===== src/rtl/code_decode_stage_if.sv =====
// Stream bundle for the code decode stage: the upstream 3-bit code
// handshake and the downstream decoded-result handshake.
interface code_decode_stage_if;
    logic       in_valid;
    logic       in_ready;
    logic [2:0] in_code;
    logic       out_valid;
    logic       out_ready;
    logic [2:0] out_code;
    logic [7:0] out_onehot;
    logic       out_default;

    // Producer/consumer side: drives codes in, accepts results.
    modport master (
        output in_valid,
        input  in_ready,
        output in_code,
        input  out_valid,
        output out_ready,
        input  out_code,
        input  out_onehot,
        input  out_default
    );

    // Decode stage side.
    modport slave (
        input  in_valid,
        output in_ready,
        input  in_code,
        output out_valid,
        input  out_ready,
        output out_code,
        output out_onehot,
        output out_default
    );
endinterface


===== src/rtl/code_decode_stage.sv =====
// Registered decode stage: turns each accepted 3-bit code into a one-hot
// select (or a default flag for codes outside LEGAL_MASK), buffered by a
// two-entry skid buffer, and tracks default-code hits in a saturating
// counter plus a sticky flag.
module code_decode_stage #(
    parameter logic [7:0] LEGAL_MASK = 8'hEF,
    parameter int         CNT_W      = 8
) (
    input  logic                 clk,
    input  logic                 rst_n,
    code_decode_stage_if.slave   bus,
    input  logic                 clr,
    output logic [CNT_W-1:0]     dflt_count,
    output logic                 dflt_sticky
);

    typedef enum logic [1:0] {
        ST_EMPTY = 2'd0,
        ST_ONE   = 2'd1,
        ST_TWO   = 2'd2
    } state_t;

    state_t           state_reg;

    logic [2:0]       out_code_reg;
    logic [7:0]       out_onehot_reg;
    logic             out_default_reg;
    logic [2:0]       skid_code_reg;
    logic [7:0]       skid_onehot_reg;
    logic             skid_default_reg;

    logic [CNT_W-1:0] dflt_count_reg;
    logic             dflt_sticky_reg;

    logic             in_ready_w;
    logic             acc;
    logic             con;
    logic [7:0]       onehot_next;
    logic             default_next;

    localparam logic [CNT_W-1:0] CNT_MAX = {CNT_W{1'b1}};
    localparam logic [CNT_W-1:0] CNT_ONE = CNT_W'(1);

    // Handshake flags come straight from the state register, so in_ready
    // has no combinational dependence on out_ready.
    assign in_ready_w = (state_reg != ST_TWO);
    assign acc        = bus.in_valid && in_ready_w;
    assign con        = (state_reg != ST_EMPTY) && bus.out_ready;

    // Per-bit decode: a bit fires only for its own code and only if that
    // code is a legal case item, so illegal codes yield an all-zero vector.
    for (genvar gi = 0; gi < 8; gi++) begin : g_decode
        assign onehot_next[gi] = LEGAL_MASK[gi] && (bus.in_code == 3'(gi));
    end
    assign default_next = !LEGAL_MASK[bus.in_code];

    // Skid-buffer FSM: occupancy state plus output and skid data registers.
    always_ff @(posedge clk or negedge rst_n) begin
        if (!rst_n) begin
            state_reg        <= ST_EMPTY;
            out_code_reg     <= 3'd0;
            out_onehot_reg   <= 8'h00;
            out_default_reg  <= 1'b0;
            skid_code_reg    <= 3'd0;
            skid_onehot_reg  <= 8'h00;
            skid_default_reg <= 1'b0;
        end else begin
            case (state_reg)
                ST_EMPTY: begin
                    if (acc) begin
                        out_code_reg    <= bus.in_code;
                        out_onehot_reg  <= onehot_next;
                        out_default_reg <= default_next;
                        state_reg       <= ST_ONE;
                    end
                end
                ST_ONE: begin
                    if (acc && con) begin
                        // Pass-through: the new entry replaces the consumed one.
                        out_code_reg    <= bus.in_code;
                        out_onehot_reg  <= onehot_next;
                        out_default_reg <= default_next;
                    end else if (acc) begin
                        // Output is stalled, park the new entry in the skid slot.
                        skid_code_reg    <= bus.in_code;
                        skid_onehot_reg  <= onehot_next;
                        skid_default_reg <= default_next;
                        state_reg        <= ST_TWO;
                    end else if (con) begin
                        state_reg <= ST_EMPTY;
                    end
                end
                ST_TWO: begin
                    if (con) begin
                        out_code_reg    <= skid_code_reg;
                        out_onehot_reg  <= skid_onehot_reg;
                        out_default_reg <= skid_default_reg;
                        state_reg       <= ST_ONE;
                    end
                end
                default: state_reg <= ST_EMPTY;
            endcase
        end
    end

    // Default-hit statistics follow codes entering the stage; an accepted
    // default code takes priority over a simultaneous clear.
    always_ff @(posedge clk or negedge rst_n) begin
        if (!rst_n) begin
            dflt_count_reg  <= '0;
            dflt_sticky_reg <= 1'b0;
        end else if (clr) begin
            dflt_count_reg  <= (acc && default_next) ? CNT_ONE : '0;
            dflt_sticky_reg <= acc && default_next;
        end else if (acc && default_next) begin
            if (dflt_count_reg != CNT_MAX) begin
                dflt_count_reg <= dflt_count_reg + CNT_ONE;
            end
            dflt_sticky_reg <= 1'b1;
        end
    end

    assign bus.in_ready    = in_ready_w;
    assign bus.out_valid   = (state_reg != ST_EMPTY);
    assign bus.out_code    = out_code_reg;
    assign bus.out_onehot  = out_onehot_reg;
    assign bus.out_default = out_default_reg;
    assign dflt_count      = dflt_count_reg;
    assign dflt_sticky     = dflt_sticky_reg;

endmodule


===== src/flat_wrapper.sv =====
// flat-port wrapper written by rule: the top's interface ports become plain ports
module code_decode_stage_flat 
#(
    parameter logic [7:0] LEGAL_MASK = 8'hEF,
    parameter int         CNT_W      = 8
)
  (clk, rst_n, clr, dflt_count, dflt_sticky, bus_in_valid, bus_in_ready, bus_in_code, bus_out_valid, bus_out_ready, bus_out_code, bus_out_onehot, bus_out_default);
  code_decode_stage_if bus_i ();
  input  logic clk;
  input  logic rst_n;
  input  logic clr;
  output logic [CNT_W-1:0] dflt_count;
  output logic dflt_sticky;
  input wire logic [$bits(bus_i.in_valid)-1:0] bus_in_valid;
  output wire logic [$bits(bus_i.in_ready)-1:0] bus_in_ready;
  input wire logic [$bits(bus_i.in_code)-1:0] bus_in_code;
  output wire logic [$bits(bus_i.out_valid)-1:0] bus_out_valid;
  input wire logic [$bits(bus_i.out_ready)-1:0] bus_out_ready;
  output wire logic [$bits(bus_i.out_code)-1:0] bus_out_code;
  output wire logic [$bits(bus_i.out_onehot)-1:0] bus_out_onehot;
  output wire logic [$bits(bus_i.out_default)-1:0] bus_out_default;
  assign bus_i.in_valid = bus_in_valid;
  assign bus_in_ready = bus_i.in_ready;
  assign bus_i.in_code = bus_in_code;
  assign bus_out_valid = bus_i.out_valid;
  assign bus_i.out_ready = bus_out_ready;
  assign bus_out_code = bus_i.out_code;
  assign bus_out_onehot = bus_i.out_onehot;
  assign bus_out_default = bus_i.out_default;
  code_decode_stage #(.LEGAL_MASK(LEGAL_MASK), .CNT_W(CNT_W)) u_core (.clk(clk), .rst_n(rst_n), .bus(bus_i), .clr(clr), .dflt_count(dflt_count), .dflt_sticky(dflt_sticky));
endmodule

===== config.mk =====
export PLATFORM = sky130hd
export DESIGN_NAME = code_decode_stage_flat
export DESIGN_NICKNAME = d
export VERILOG_FILES = /design/src/rtl/code_decode_stage_if.sv /design/src/rtl/code_decode_stage.sv /design/src/flat_wrapper.sv
export SDC_FILE = /design/constraint.sdc
export NUM_CORES = 1
export LEC_CHECK = 0
export ABC_AREA = 0
export CORE_MARGIN = 3
export CORE_UTILIZATION = 45
export CTS_CLUSTER_SIZE = 10
export DETAILED_ROUTE_END_ITERATION = 8
export GPL_TIMING_DRIVEN = 0
export PLACE_DENSITY = 0.74
export RECOVER_POWER = 50
export SETUP_SLACK_MARGIN = 0.4
export SLEW_MARGIN = 5
export SYNTH_ARGS = -nofsm -noshare
export SYNTH_HDL_FRONTEND = slang
export SYNTH_SLANG_ARGS = --single-unit

===== constraint.sdc =====
create_clock -name clk -period 1.7 [get_ports clk]
set_clock_uncertainty 0.15 [all_clocks]
set_input_delay 0.34 -clock clk [delete_from_list [all_inputs] [get_ports clk]]
set_output_delay 0.34 -clock clk [all_outputs]
set_load 0.005 [all_outputs]

==> Word level (Yosys, flattened, before mapping) <==
Memories as Yosys holds them, arrays and structs flattened.
Index checks and enable logic that the tools add are counted.
{ "op_classes": {"add_sub_neg": 1, "order_cmp": 1, "eq_ne": 15, "muxes": 25, "bitwise": 1, "n_reduce_logical": 15} }
{ "op_table": {"columns": ["operator", "count"], "rows": [
  ["8-bit 2-to-1 mux", 6],
  ["8-bit one-hot mux with 3 select lines", 1],
  ["2-bit 2-to-1 mux", 5],
  ["3-bit equality test (second input constant)", 3],
  ["3-bit 2-to-1 mux", 3],
  ["3-bit one-hot mux with 3 select lines", 1],
  ["8-bit by 1-bit adder with 8-bit output (second input constant)", 1],
  ["8-bit != test (second input constant)", 1],
  ["4-bit AND reduction", 2],
  ["1-bit 2-to-1 mux", 7],
  ["3-bit by 2-bit equality test with 1-bit output (second input constant)", 2],
  ["2-bit by 1-bit != test with 1-bit output (second input constant)", 3],
  ["2-bit one-hot mux with 3 select lines", 1],
  ["2-bit nonzero test", 3],
  ["1-bit logical AND", 4],
  ["3-bit by 4-bit < comparator with 1-bit output (second input constant)", 1],
  ["2-bit != test (second input constant)", 2],
  ["3-bit by 1-bit equality test with 1-bit output (second input constant)", 1],
  ["3-bit zero test", 1],
  ["3-bit by 1-bit != test with 1-bit output (second input constant)", 1],
  ["1-bit one-hot mux with 3 select lines", 1],
  ["3-bit AND reduction", 1],
  ["3-bit nonzero test", 1],
  ["2-bit by 1-bit equality test with 1-bit output (second input constant)", 1],
  ["5 further kinds", 5]
]} }
{ "totals": {"ff_bits": 34, "mem_bits_ro": 8, "inputBits": 8, "out_inout_bits": 23, "elab_cells": 68, "mem_count": 1} }
{ "memory_table": {"columns": ["memory", "depth", "width", "rd", "rd_ports_with_merged_regs", "write_ports", "line_no", "rtl"], "rows": [
  ["(no name shown)", 8, 1, 1, 0, 0, "code_decode_stage.sv:55", "assign default_next = !LEGAL_MASK[bus.in_code];"]
]} }

==> Logic depth before layout (Yosys ltp) <==
{ "logic_depth": {"word_depth": 6, "depth_mapped": 7, "mapped_depth_nobuf": 5} }

==> Least setup slack after synthesis <==
Ideal clock, no wire load.
{ "synth_timing": {"kind": "register to register", "start": "register u_core.state_reg[1]", "end": "register u_core.dflt_count_reg[2] (netlist: u_core.dflt_count[2])", "setup_time_ps": 78, "t_arrival_ps": 1507, "required_ps": 1472, "slack_ps": -35, "path_stages_with_launch": 8, "path_buffers": 2, "period_less_slack_ps": 1735, "cell_sequence": "dfrtp_1 nor2b_1 clkbuf_1 inv_2 o2111ai_2 buf_2 or3_1 a21oi_1"} }
{ "synth_between": {"elab_chain_len": 5} }
{ "synth_rtl": {"columns": ["item", "line_no", "rtl"], "rows": [
  ["from (decl)", "code_decode_stage.sv:23", "state_t state_reg;"],
  ["from (signal assigned)", "code_decode_stage.sv:60", "state_reg <= ST_EMPTY;"],
  ["from (signal assigned)", "code_decode_stage.sv:74", "state_reg <= ST_ONE;"],
  ["from (signal assigned)", "code_decode_stage.sv:88", "state_reg <= ST_TWO;"],
  ["2-bit != test", "code_decode_stage.sv:46", "assign in_ready_w = (state_reg != ST_TWO);"],
  ["1-bit logical AND", "code_decode_stage.sv:47", "assign acc = bus.in_valid && in_ready_w;"],
  ["1-bit logical AND", "code_decode_stage.sv:115", "end else if (acc && default_next) begin"],
  ["2-bit nonzero test (no source line)", null, null],
  ["2-bit AND reduction (no source line)", null, null],
  ["to (signal assigned)", "code_decode_stage.sv:113", "dflt_count_reg <= (acc && default_next) ? CNT_ONE : '0;"],
  ["to (signal assigned)", "code_decode_stage.sv:117", "dflt_count_reg <= dflt_count_reg + CNT_ONE;"],
  ["to (decl)", "code_decode_stage.sv:32", "logic [CNT_W-1:0] dflt_count_reg;"]
]} }
Every way passes these cells.
A chain may end at the register's enable or synchronous reset.

==> Worst setup path in the final report <==
{ "layout_timing": {"start": "register u_core.state_reg[0]", "end": "register u_core.dflt_count_reg[7] (netlist: u_core.dflt_count[7])"} }
The elaborated chain is that of the path after synthesis.

==> PnR_summary.wiki <==
{| class="wikitable"
! Metric !! Value
|-
| Vias after detailed routing || about 1600
|-
| Die W || 64.93 um
|-
| Overall power || about 2.1 mW
|-
| Critical path destination || u_core.dflt_count[7]
|-
| Number of pins exceeding their max-slew limit in the final report || 0
|-
| Category of the most critical setup path || register to register
|-
| Final Hold Vio Count || 0
|-
| Count of antenna-violating nets left after detailed routing || 0
|-
| Aggregate global routing overflow || 0
|-
| Flip-flop count of the largest register, all copies and words added || 8
|-
| Required time at the worst-slack endpoint || ~1.8 ns
|-
| Drt pass-1 iters || 4
|-
| Clock Tree Buf Depth || 2
|-
| Destination of the worst register-to-register timing path || u_core.dflt_count[7]
|-
| Cts bufs inserted || 5
|-
| Met3 track utilization from global routing || 0.07626
|-
| Number of flops mapped to enable cells by yosys || 0
|-
| Placeable core area || ~3200 um^2
|-
| Number of core rows || 20
|-
| Pin count of the biggest net entering global routing || 34
|-
| Die area || 4216 um^2
|-
| Achievable Freq || 531.5 MHz
|-
| Register-to-register setup slack || -0.18 ns
|-
| Synthesized area || ~1600 um^2
|-
| Cell variety after synth || 35
|-
| Worst vdd rail ir drop || approximately 0.76 mV
|-
| Clk slew on worst S/H paths || approximately 0.11 ns
|-
| HPWL after detailed placement || approximately 2.4 mm
|-
| Die boundary height || roughly 65 um
|-
| Yosys reg bits || 33
|-
| Post-synthesis net count || about 170
|-
| Crit share post-route || 1.107
|-
| Final setup violation count || 9
|-
| Slew @ Worst Pin || around 0.85 ns
|-
| Clock root buffer || sky130_fd_sc_hd__clkbuf_4
|-
| Met2 Resource Use GR || 0.3857
|-
| Initial antenna violation count || 0
|-
| Insertion delay of the later-clocked pin in the worst-skew pair || ~0.33 ns
|-
| Post-synthesis instance total || 163
|-
| Final estimated routing congestion in global placement || just under 0.8
|-
| Proportion of layout cells with a drive suffix above 1 || 0.4370
|-
| Static leakage power || 1.123 nW
|-
| Wire length of the first global-routing pass || approximately 7.3 mm
|-
| Htree depth || 2
|-
| # clock sinks || 33
|-
| First DRT Iteration DRCs || 108
|-
| Length in cells of the worst reg-to-reg path || 8
|-
| Final core utilization || 0.7701
|-
| Via count normalized by instance count || approximately 5.7
|-
| Minimum clock period || around 1.9 ns
|-
| YS warnings || 0
|-
| Slew margin rel. || 0.4355
|-
| Drt drc || 0
|-
| Max_cap viols || 0
|-
| Average detailed-routed wire length per instance || 17.51 um
|-
| Critical register-to-register path startpoint || u_core.state_reg[0]
|-
| Run status || complete, but fails checks
|-
| Nets@finish || 247
|-
| Post-Route Setup TNS || -0.9219 ns
|-
| Biggest fanout along the worst timing path || 7
|-
| Global routing met1 resource utilization || 0.2640
|-
| Top_reg_cell synth || sky130_fd_sc_hd__dfrtp_1
|-
| Arrival @ worst endpoint || roughly 2.0 ns
|-
| Element type at the critical path end || register
|-
| Violations in the final reports || negative setup slack
|-
| Routed Wire Length || 4.938 mm
|-
| Area overhead of the layout relative to synthesis || 56.61%
|-
| Portion of the post-synthesis area used by sequential elements || 0.5284
|-
| Worst setup margin || -0.1814 ns
|-
| Crit. Startpoint || u_core.state_reg[0]
|-
| CP startpoint kind || register
|-
| Setup repair after global routing missed its margin || yes
|-
| Antenna diode count || 0
|-
| Number of port buffers || 26
|-
| Syn avg cell area || between 9 and 10 um^2
|-
| Async set-reset flop share out of synthesis || 1.000
|-
| Num ports || 31
|-
| Hold slack final || roughly 0.053 ns
|-
| Type of the most critical hold path || input pin to register
|-
| Pwr per Cell Area || between 800 and 900 nW/um^2
|-
| Vias in the first global route || between 1500 and 2000
|-
| Gr usage total || 0.2307
|-
| TritonCTS clock tree || done
|-
| Initial core utilization || 0.4917
|-
| Most Used Layer, Global Route || met2
|}
==> per-layer routing <==
metal | wire length, um | share of wire
met1 | 1932 | 0.39
met2 | 2490 | 0.50
met3 | 340 | 0.069
met4 | 174 | 0.035
met5 | 0 | 0
==> cell usage in the layout, fill, tap and decap left out, types with 5 or more instances in the layout <==
cell                       instances
sky130_fd_sc_hd__buf_6            15
sky130_fd_sc_hd__nor2_1           15
sky130_fd_sc_hd__clkbuf_4          5
sky130_fd_sc_hd__dfrtp_1          33
sky130_fd_sc_hd__nand2_1          16
sky130_fd_sc_hd__buf_4            26
sky130_fd_sc_hd__nand3_1           6
sky130_fd_sc_hd__a31oi_1           6
sky130_fd_sc_hd__buf_2            20
sky130_fd_sc_hd__a21oi_1          14
sky130_fd_sc_hd__buf_8             7
sky130_fd_sc_hd__o21ai_0           5
==> synthesized netlist by cell type, types with 2 or more instances <==
cell | n | area, um^2
sky130_fd_sc_hd__dfrtp_1 | 33 | 825.8
sky130_fd_sc_hd__nand2_1 | 18 | 67.56
sky130_fd_sc_hd__a21oi_1 | 17 | 85.08
sky130_fd_sc_hd__nor2_1 | 15 | 56.30
sky130_fd_sc_hd__o21ai_0 | 9 | 45.04
sky130_fd_sc_hd__nand3_1 | 8 | 40.04
sky130_fd_sc_hd__a31oi_1 | 6 | 37.54
sky130_fd_sc_hd__clkbuf_1 | 6 | 22.52
sky130_fd_sc_hd__inv_1 | 4 | 15.01
sky130_fd_sc_hd__mux2_2 | 4 | 45.04
sky130_fd_sc_hd__nand4_1 | 4 | 25.02
sky130_fd_sc_hd__mux2i_1 | 3 | 30.03
sky130_fd_sc_hd__o31ai_1 | 3 | 22.52
sky130_fd_sc_hd__or3_1 | 3 | 18.77
sky130_fd_sc_hd__or4_1 | 3 | 22.52
sky130_fd_sc_hd__buf_2 | 2 | 10.01
sky130_fd_sc_hd__buf_4 | 2 | 15.01
sky130_fd_sc_hd__nand3b_1 | 2 | 15.01
sky130_fd_sc_hd__nor2b_1 | 2 | 12.51
sky130_fd_sc_hd__nor3_1 | 2 | 10.01
sky130_fd_sc_hd__nor4_1 | 2 | 12.51
sky130_fd_sc_hd__o41ai_1 | 2 | 17.52
==> logic make-up after synthesis <==
family	count (synthesis)	share of synthesized area
buffers and inverters	17	0.05203
AO/OA/AOI/OAI	41	0.1569
other	1	0.002400
flip-flops	33	0.5284
AND/OR/NAND/NOR	63	0.2042
multiplexers	7	0.04804
adder cells (fa/ha/maj)	1	0.008005
==> worst max-delay path, stage by stage (launching register included) <==
cell and delay, ns:
sky130_fd_sc_hd__dfrtp_1 0.39, sky130_fd_sc_hd__buf_6 0.12, sky130_fd_sc_hd__nor2b_4 0.03, sky130_fd_sc_hd__buf_6 0.11, sky130_fd_sc_hd__inv_4 0.05, sky130_fd_sc_hd__buf_6 0.09
sky130_fd_sc_hd__o2111ai_4 0.15, sky130_fd_sc_hd__or4_4 0.59, sky130_fd_sc_hd__a21oi_2 0.14
==> how the worst min path moves through the flow <==
stage | depth (start not counted) | slack, ns | endpoint | from
3_5_place_dp | 1 | 0.29 | u_core.dflt_count[0] | rst_n
2_1_floorplan | 0 | -0.11 | u_core.bus.out_code[0] | rst_n
4_1_cts | 2 | 0.06 | u_core.skid_onehot_reg[1] | bus_in_code[1]
5_1_grt | 2 | 0.05 | u_core.skid_onehot_reg[1] | bus_in_code[1]
6_report | 2 | 0.05 | u_core.skid_onehot_reg[1] | bus_in_code[1]
3_3_place_gp | 2 | 0.31 | u_core.skid_onehot_reg[2] | u_core.skid_onehot_reg[2]
==> power by group <==
group / leakage [nW] / total, mW / internal [mW] / switching (mW)
combinational: 0.667 / 0.693 / 0.377 / 0.317
clock: 0.0314 / 0.451 / 0.195 / 0.256
sequential: 0.425 / 1.00 / 0.923 / 0.0767
total: 1.12 / 2.14 / 1.49 / 0.649
==> area by class of cell <==
class / count / area (um^2)
buffer: 12 / 136.4
inverter: 5 / 21.27
fill: 207 / 730.7
sequential: 33 / 825.8
clock buffer: 7 / 55.05
timing repair buffer: 68 / 578.1
tap: 44 / 55.05
multi-input combinational: 113 / 775.7
==> per-stage QoR <==
stage	setup WS [ns]	instances	area (um^2)
4_1_cts	-0.1694	269	2251
2_1_floorplan	-0.007678	163	1589
3_5_place_dp	-0.6236	233	1899
5_1_grt	-0.2278	282	2447
6_report	-0.1814	282	2447
3_3_place_gp	-0.6103	233	1904
==> repair_timing <==
action / CTS / global route
pin swaps: 11 / 14
gates cloned: 5 / 0
setup endpoints to repair: 54 / 87
setup buffers: 23 / 13
hold endpoints to repair: 33 / 0
hold buffers: 1 / 0
gates resized for setup: 122 / 31
No activity file was read; power rests on OpenSTA's default activity.
